## src/rtl/debounce_pkg.sv

```systemverilog
// debounce_pkg
// Shared types and helpers for the debounce_sync input-conditioning block.
//   db_state_t : qualifier FSM state, 2-bit encoding
//   cntWidth() : width of the qualify counter for a given stable-run length
package debounce_pkg;

    // Two settled levels plus one "checking" state for each direction of change.
    typedef enum logic [1:0] {
        STABLE_LO = 2'b00,
        CHK_HI    = 2'b01,
        STABLE_HI = 2'b10,
        CHK_LO    = 2'b11
    } db_state_t;

    // The counter only has to reach stableCycles-1, so $clog2 of the run length
    // is exactly enough; clamp to one bit so tiny run lengths still elaborate.
    function automatic int cntWidth(input int stableCycles);
        if (stableCycles <= 2) begin
            return 1;
        end
        return $clog2(stableCycles);
    endfunction

endpackage

```

## src/rtl/sync_ff_chain.sv

```systemverilog
// sync_ff_chain
// Plain multi-flop synchroniser for a single asynchronous bit. It lives in its
// own module so that clock-domain-crossing waivers attach to one place.
// Ports:
//   clk   : destination clock
//   reset : asynchronous active-high reset, clears every stage to 0
//   d     : asynchronous input bit
//   q     : synchronised output (last stage)
module sync_ff_chain #(
    parameter int STAGES = 2
) (
    input  logic clk,
    input  logic reset,
    input  logic d,
    output logic q
);

    logic [STAGES-1:0] stage_q;

    // Shift the raw bit through the chain; stage 0 is the metastability catcher
    // and only the final stage is allowed to leave this module.
    always_ff @(posedge clk or posedge reset) begin
        if (reset) begin
            stage_q <= '0;
        end else begin
            stage_q <= {stage_q[STAGES-2:0], d};
        end
    end

    assign q = stage_q[STAGES-1];

endmodule

```

## src/rtl/debounce_sync.sv

```systemverilog
// debounce_sync
// Synchronises a bouncy asynchronous level into clk and only passes a level
// change once STABLE_CYCLES consecutive synchronised samples agree. Aborted
// candidate changes are counted in a saturating debug counter.
// Reset release is expected to arrive already synchronised to clk.
// Parameters:
//   SYNC_STAGES   : synchroniser depth, 2..4
//   STABLE_CYCLES : matching samples needed to accept a change, >= 2
//   GLITCH_W      : width of the saturating glitch counter
// Ports:
//   clk        : system clock
//   reset      : asynchronous active-high reset
//   raw_in     : asynchronous raw level
//   db_out     : registered debounced level
//   busy       : high while a candidate change is being qualified
//   glitch_cnt : saturating count of rejected candidate changes
module debounce_sync
    import debounce_pkg::*;
#(
    parameter int SYNC_STAGES   = 2,
    parameter int STABLE_CYCLES = 16,
    parameter int GLITCH_W      = 8
) (
    input  logic                clk,
    input  logic                reset,
    input  logic                raw_in,
    output logic                db_out,
    output logic                busy,
    output logic [GLITCH_W-1:0] glitch_cnt
);

    localparam int                   CNT_W      = cntWidth(STABLE_CYCLES);
    localparam logic [CNT_W-1:0]     CNT_ONE    = CNT_W'(1);
    localparam logic [CNT_W-1:0]     CNT_LAST   = CNT_W'(STABLE_CYCLES - 1);
    localparam logic [GLITCH_W-1:0]  GLITCH_MAX = '1;

    logic                sync_q;
    db_state_t           state_q, state_d;
    logic [CNT_W-1:0]    cnt_q, cnt_d;
    logic                db_q, db_d;
    logic [GLITCH_W-1:0] glitch_q, glitch_d;
    logic [GLITCH_W-1:0] glitchInc;

    sync_ff_chain #(
        .STAGES (SYNC_STAGES)
    ) uSync (
        .clk   (clk),
        .reset (reset),
        .d     (raw_in),
        .q     (sync_q)
    );

    // Saturating increment: once the counter is all-ones it stays there.
    assign glitchInc = (glitch_q == GLITCH_MAX) ? glitch_q : glitch_q + GLITCH_W'(1);

    // State, counter, debounced level and glitch count all move together.
    // Reset drops any qualification in progress without scoring it as a glitch.
    always_ff @(posedge clk or posedge reset) begin
        if (reset) begin
            state_q  <= STABLE_LO;
            cnt_q    <= '0;
            db_q     <= 1'b0;
            glitch_q <= '0;
        end else begin
            state_q  <= state_d;
            cnt_q    <= cnt_d;
            db_q     <= db_d;
            glitch_q <= glitch_d;
        end
    end

    // Qualifier FSM. Entering a CHK state already counts the first differing
    // sample, so the counter hits STABLE_CYCLES-1 on the last required sample
    // and never has to hold STABLE_CYCLES itself.
    always_comb begin
        state_d  = state_q;
        cnt_d    = cnt_q;
        db_d     = db_q;
        glitch_d = glitch_q;
        case (state_q)
            STABLE_LO: begin
                if (sync_q) begin
                    state_d = CHK_HI;
                    cnt_d   = CNT_ONE;
                end
            end
            CHK_HI: begin
                if (!sync_q) begin
                    state_d  = STABLE_LO;
                    cnt_d    = '0;
                    glitch_d = glitchInc;
                end else if (cnt_q == CNT_LAST) begin
                    state_d = STABLE_HI;
                    db_d    = 1'b1;
                    cnt_d   = '0;
                end else begin
                    cnt_d = cnt_q + CNT_W'(1);
                end
            end
            STABLE_HI: begin
                if (!sync_q) begin
                    state_d = CHK_LO;
                    cnt_d   = CNT_ONE;
                end
            end
            CHK_LO: begin
                if (sync_q) begin
                    state_d  = STABLE_HI;
                    cnt_d    = '0;
                    glitch_d = glitchInc;
                end else if (cnt_q == CNT_LAST) begin
                    state_d = STABLE_LO;
                    db_d    = 1'b0;
                    cnt_d   = '0;
                end else begin
                    cnt_d = cnt_q + CNT_W'(1);
                end
            end
            default: begin
                state_d = STABLE_LO;
                cnt_d   = '0;
                db_d    = 1'b0;
            end
        endcase
    end

    assign busy       = (state_q == CHK_HI) || (state_q == CHK_LO);
    assign db_out     = db_q;
    assign glitch_cnt = glitch_q;

endmodule

```

## config.mk

```make
export PLATFORM = sky130hd
export DESIGN_NAME = debounce_sync
export DESIGN_NICKNAME = d
export VERILOG_FILES = /design/src/rtl/debounce_pkg.sv /design/src/rtl/sync_ff_chain.sv /design/src/rtl/debounce_sync.sv
export SDC_FILE = /design/constraint.sdc
export NUM_CORES = 1
export LEC_CHECK = 0
export ABC_AREA = 0
export CAP_MARGIN = 25
export CORE_UTILIZATION = 46
export DETAILED_ROUTE_END_ITERATION = 10
export HOLD_SLACK_MARGIN = 0.02
export PLACE_DENSITY = 0.72
export REMOVE_ABC_BUFFERS = 1
export SLEW_MARGIN = 20
export SYNTH_ARGS = -nofsm -noshare
export SYNTH_HDL_FRONTEND = slang
export SYNTH_SLANG_ARGS = --single-unit
```

## constraint.sdc

```tcl
create_clock -name clk -period 1.51 [get_ports clk]
set_input_delay 0.151 -clock clk [delete_from_list [all_inputs] [get_ports clk]]
set_output_delay 0.151 -clock clk [all_outputs]
set_load 0.02 [all_outputs]
```

==> summary.md <==
| Metric | Value |
|---|---|
| Delay contributed by the slowest stage of the critical path | `0.38 ns` |
| Cell taking the most area after synthesis | `sky130_fd_sc_hd__dfrtp_1` |
| Library cell used as clock root buffer | `sky130_fd_sc_hd__clkbuf_4` |
| Clock sink total | `17` |
| Max Slew Vio Count | `0` |
| Top-level I/O count | `13` |
| Total congestion overflow after global routing | `0` |
| Dominant delay contributor by cell family on the critical path | `flip-flops` |
| Overall via count from detail_route | `666` |
| CP Capture Type | `flip-flop` |
| First-pass GRT wire length | `2500 um` |
| Nature of the critical path startpoint | `flip-flop` |
| Part of the power in combinational logic | `0.372` |
| HPWL after detailed placement | `1130 um` |
| Maximum buffer depth of the clock tree | `2` |
| Type of the worst setup path | `flip-flop to flip-flop` |
| Top cells by area, synth | `sky130_fd_sc_hd__dfrtp_1 49%, sky130_fd_sc_hd__mux2_2 5.2%, sky130_fd_sc_hd__nand2_1 3.9%, sky130_fd_sc_hd__nand4_1 3.6%, sky130_fd_sc_hd__and4_1 3.1%` |
| Required time of the critical path | `1.68 ns` |
| Height of the chip | `45.3 um` |
| Via count of the first global-routing pass | `593` |
| Final design utilization | `0.628` |
| Maximum net fanout on the critical path | `4` |
| Status | `complete, no violations` |
| Tightest slew margin relative to the limit | `0.803` |
| Share of total power consumed by net switching | `0.356` |
| Yosys top cell area share | `0.494` |
| Max Freq | `705 MHz` |
| Cell Pwr Density | `1280 nW/um^2` |
| Area of the placeable core | `1750 um^2` |
| Number of buffers inserted by port buffering | `12` |
| Internal | `905 uW` |
| Die W | `45.3 um` |
| Flops & latches, synth | `17` |
| Worst-skew pair later-pin latency | `0.28 ns` |
| Cell area after layout | `1100 um^2` |
| Area growth from synthesis to layout | `27.3%` |
| Master of the slowest instance on the critical path | `sky130_fd_sc_hd__dfrtp_1` |
| Worst path buffer plus inverter count | `0` |
| Leakage dissipation | `0.000557 uW` |
| Hold buffer count at cts | `0` |
| Clock tree from TritonCTS | `yes` |
| Number of warnings reported in the yosys synthesis log | `0` |
| Register area share after synthesis | `0.494` |
| Sequential share of power | `0.459` |
| Row count | `15` |
| Post-detailed-route via-to-cell ratio | `5.24` |
| Power after layout | `1410 uW` |
| Class of the worst hold path | `primary input to async pin` |
| Setup Viol. Count Final | `0` |
| CP Data Arrival Time | `1.59 ns` |
| RD Place Congestion | `0.762` |
| Clk network pwr share | `0.169` |
| Routed wire length | `1600 um` |
| Antenna violations before repair | `0` |
| Die area | `2050 um^2` |
| Area fraction in and, or, nand and nor cells after synthesis | `0.211` |
| DR pass1 iterations | `4` |
| Global routing usage summed across all routing layers | `0.174` |
| Clock tree skew after final layout | `0.00372 ns` |
| Clock-pin transition on the worst setup and hold timing paths | `0.10 ns` |
| Synth Cell Area | `861 um^2` |
| Xor and xnor fraction of the mapped netlist area | `0.0494` |
| Number of hold violations in the final report | `0` |
| Number of DRC violations after detailed-routing iteration 0 | `17` |
| Pin count of the biggest net entering global routing | `18` |
| Final antenna-violating net count | `0` |
| Placed inst area | `1050 um^2` |
| Switching component of the power | `500 uW` |
| CTS buffer count | `3` |
| Count of max-cap constraint violations | `0` |
| Count of unresolved DRC violations after routing | `0` |
| Combinational family with the most area after synthesis | `simple AND/OR/NAND/NOR gates` |
| Adder and majority gate portion of the synthesized area | `0.0291` |
| Crit path time final | `1.42 ns` |
| Post-synthesis cell type count | `33` |
| Cell breakdown of the critical path | `ha_2 -> nand4_1 -> o211ai_1 -> mux2_2` |
| Proportion of layout cells with a drive suffix above 1 | `0.206` |
| Gate Count Post-Synth | `80` |
| Average wire per standard cell | `12.6 um` |
| Diode insertion count for antenna repair | `0` |
| Number of nets in the layout | `108` |
| Proportion of synthesized area in mux cells | `0.0654` |
| Maximum vdd ir drop | `823 uV` |
| Synthesized area per cell | `10.8 um^2` |
| Post-route clock period utilization | `0.940` |
| Starting density of the core | `0.493` |
| Actual slew at the worst max-slew pin | `0.294 ns` |
| H-tree depth | `1` |
| Synthesized-area fraction occupied by ao, oa, aoi and oai cells | `0.115` |
[power by group through the flow]
stage               registers, uW  clock network [uW]  logic, uW
detailed placement            655                   0        545
floorplan                     740                   0        196
global route                  666                 268        574
finish                        645                 238        522
global placement              647                   0        533
CTS                           644                 247        528
[cells by family (layout without fill, tap and decap cells)]
| group | count (synthesis) | in the layout |
|---|---|---|
| xor+xnor | 4 | 4 |
| simple gates | 32 | 32 |
| buf+inv | 6 | 28 |
| fa+ha+maj | 2 | 2 |
| mux | 5 | 5 |
| compound gates | 14 | 14 |
| flops | 17 | 17 |
[worst register-to-register path: stages, from the launching register on]
cell and delay (ns):
sky130_fd_sc_hd__dfrtp_1 0.38, sky130_fd_sc_hd__ha_2 0.19, sky130_fd_sc_hd__nand4_1 0.12, sky130_fd_sc_hd__o211ai_1 0.26, sky130_fd_sc_hd__mux2_2 0.36
[metrics by stage]
stage               worst slack [ns]  hold slack, ns  cells  setup TNS (ns)
floorplan                     -0.151          0.0771     77          -0.151
global placement               0.156           0.335    122               0
detailed placement            0.0616           0.346    122               0
CTS                          0.00265           0.185    126               0
global route                 -0.0313           0.200    127         -0.0313
finish                        0.0907           0.173    127               0
[metal layers]
layer / share of wire / global-route usage / vias to the layer above
met5: 0 / 0 / -
met4: 0.013 / 0.0727 / 0
met3: 0.034 / 0.0440 / 2
met2: 0.44 / 0.243 / 9
met1: 0.51 / 0.255 / 318
li1: - / - / 337
[registers in the layout, indices dropped and copies added, names as in the netlist, named ones only]
name	flops
cnt_q	4
db_out	1
glitch_cnt	8
state_q	1
uSync.stage_q	2
[cell usage in the layout, fill, tap and decap left out, types with 2 or more instances in the layout]
master / instances
sky130_fd_sc_hd__dfrtp_1: 17
sky130_fd_sc_hd__nand2_1: 9
sky130_fd_sc_hd__buf_4: 9
sky130_fd_sc_hd__nand3_1: 5
sky130_fd_sc_hd__nand4_1: 5
sky130_fd_sc_hd__dlymetal6s2s_1: 5
sky130_fd_sc_hd__mux2_2: 4
sky130_fd_sc_hd__dlygate4sd2_1: 4
sky130_fd_sc_hd__and4_1: 3
sky130_fd_sc_hd__nor2_1: 3
sky130_fd_sc_hd__inv_1: 3
sky130_fd_sc_hd__o21ai_0: 3
sky130_fd_sc_hd__clkbuf_4: 3
sky130_fd_sc_hd__clkdlybuf4s50_1: 3
sky130_fd_sc_hd__xor2_1: 2
sky130_fd_sc_hd__a21oi_1: 2
sky130_fd_sc_hd__nand2b_1: 2
[timing repair]
item                                   in CTS  in global routing
setup buffers                               0                  1
resized for setup                           4                  6
setup endpoints to repair                   4                  6
gates cloned                                0                  0
pin swaps                                   0                  1
endpoints found under the hold margin       0                  0
[worst paths after layout]
| kind | from | cells past startpoint | slack [ns] | end |
|---|---|---|---|---|
| worst max-delay path | glitch_cnt[1]$_DFFE_PP0P_ | 4 | 0.09 | glitch_cnt[1]$_DFFE_PP0P_ |
| worst min-delay path | reset | 3 | 0.17 | uSync.stage_q[1]$_DFF_PP0_ |
| worst max register to register | glitch_cnt[1]$_DFFE_PP0P_ | 4 | 0.09 | glitch_cnt[1]$_DFFE_PP0P_ |
| worst min register to register | uSync.stage_q[0]$_DFF_PP0_ | 0 | 0.36 | uSync.stage_q[1]$_DFF_PP0_ |
| max in group asynchronous | reset | 3 | 1.14 | glitch_cnt[1]$_DFFE_PP0P_ |
| min in group clk | raw_in | 1 | 0.31 | uSync.stage_q[0]$_DFF_PP0_ |
[cells in the mapped netlist]
| cell type | n |
|---|---|
| sky130_fd_sc_hd__xnor2_1 | 1 |
| sky130_fd_sc_hd__a311oi_1 | 1 |
| sky130_fd_sc_hd__a31oi_1 | 1 |
| sky130_fd_sc_hd__a31o_2 | 1 |
| sky130_fd_sc_hd__nand2b_1 | 2 |
| sky130_fd_sc_hd__nor2b_1 | 1 |
| sky130_fd_sc_hd__mux2_1 | 1 |
| sky130_fd_sc_hd__and2_1 | 1 |
| sky130_fd_sc_hd__o21a_1 | 1 |
| sky130_fd_sc_hd__nand4_1 | 5 |
| sky130_fd_sc_hd__and3_1 | 1 |
| sky130_fd_sc_hd__o21ai_0 | 3 |
| sky130_fd_sc_hd__buf_2 | 1 |
| sky130_fd_sc_hd__and4b_1 | 1 |
| sky130_fd_sc_hd__and4_1 | 3 |
| sky130_fd_sc_hd__mux2_2 | 4 |
| sky130_fd_sc_hd__nand4_2 | 1 |
| sky130_fd_sc_hd__dfrtp_1 | 17 |
| sky130_fd_sc_hd__xnor2_2 | 1 |
| sky130_fd_sc_hd__o22a_2 | 1 |
| sky130_fd_sc_hd__nand2_1 | 9 |
| sky130_fd_sc_hd__a21oi_1 | 2 |
| sky130_fd_sc_hd__clkbuf_1 | 1 |
| sky130_fd_sc_hd__nor2_1 | 3 |
| sky130_fd_sc_hd__buf_6 | 1 |
| sky130_fd_sc_hd__xor2_1 | 2 |
| sky130_fd_sc_hd__o2111a_1 | 1 |
| sky130_fd_sc_hd__o22ai_1 | 1 |
| sky130_fd_sc_hd__nand3_1 | 5 |
| sky130_fd_sc_hd__o211ai_1 | 1 |
| sky130_fd_sc_hd__a21boi_0 | 1 |
| sky130_fd_sc_hd__ha_1 | 2 |
| sky130_fd_sc_hd__inv_1 | 3 |
[area by class of cell]
cell class / count / area (um^2)
fillers: 153 / 649
flip-flops and latches: 17 / 425
repair buffers: 21 / 195
well taps: 25 / 31.3
clock buffers: 4 / 26.3
multi-input cells: 57 / 407
inverters: 3 / 11.3
Note: power is estimated with default switching activity, not from simulation.
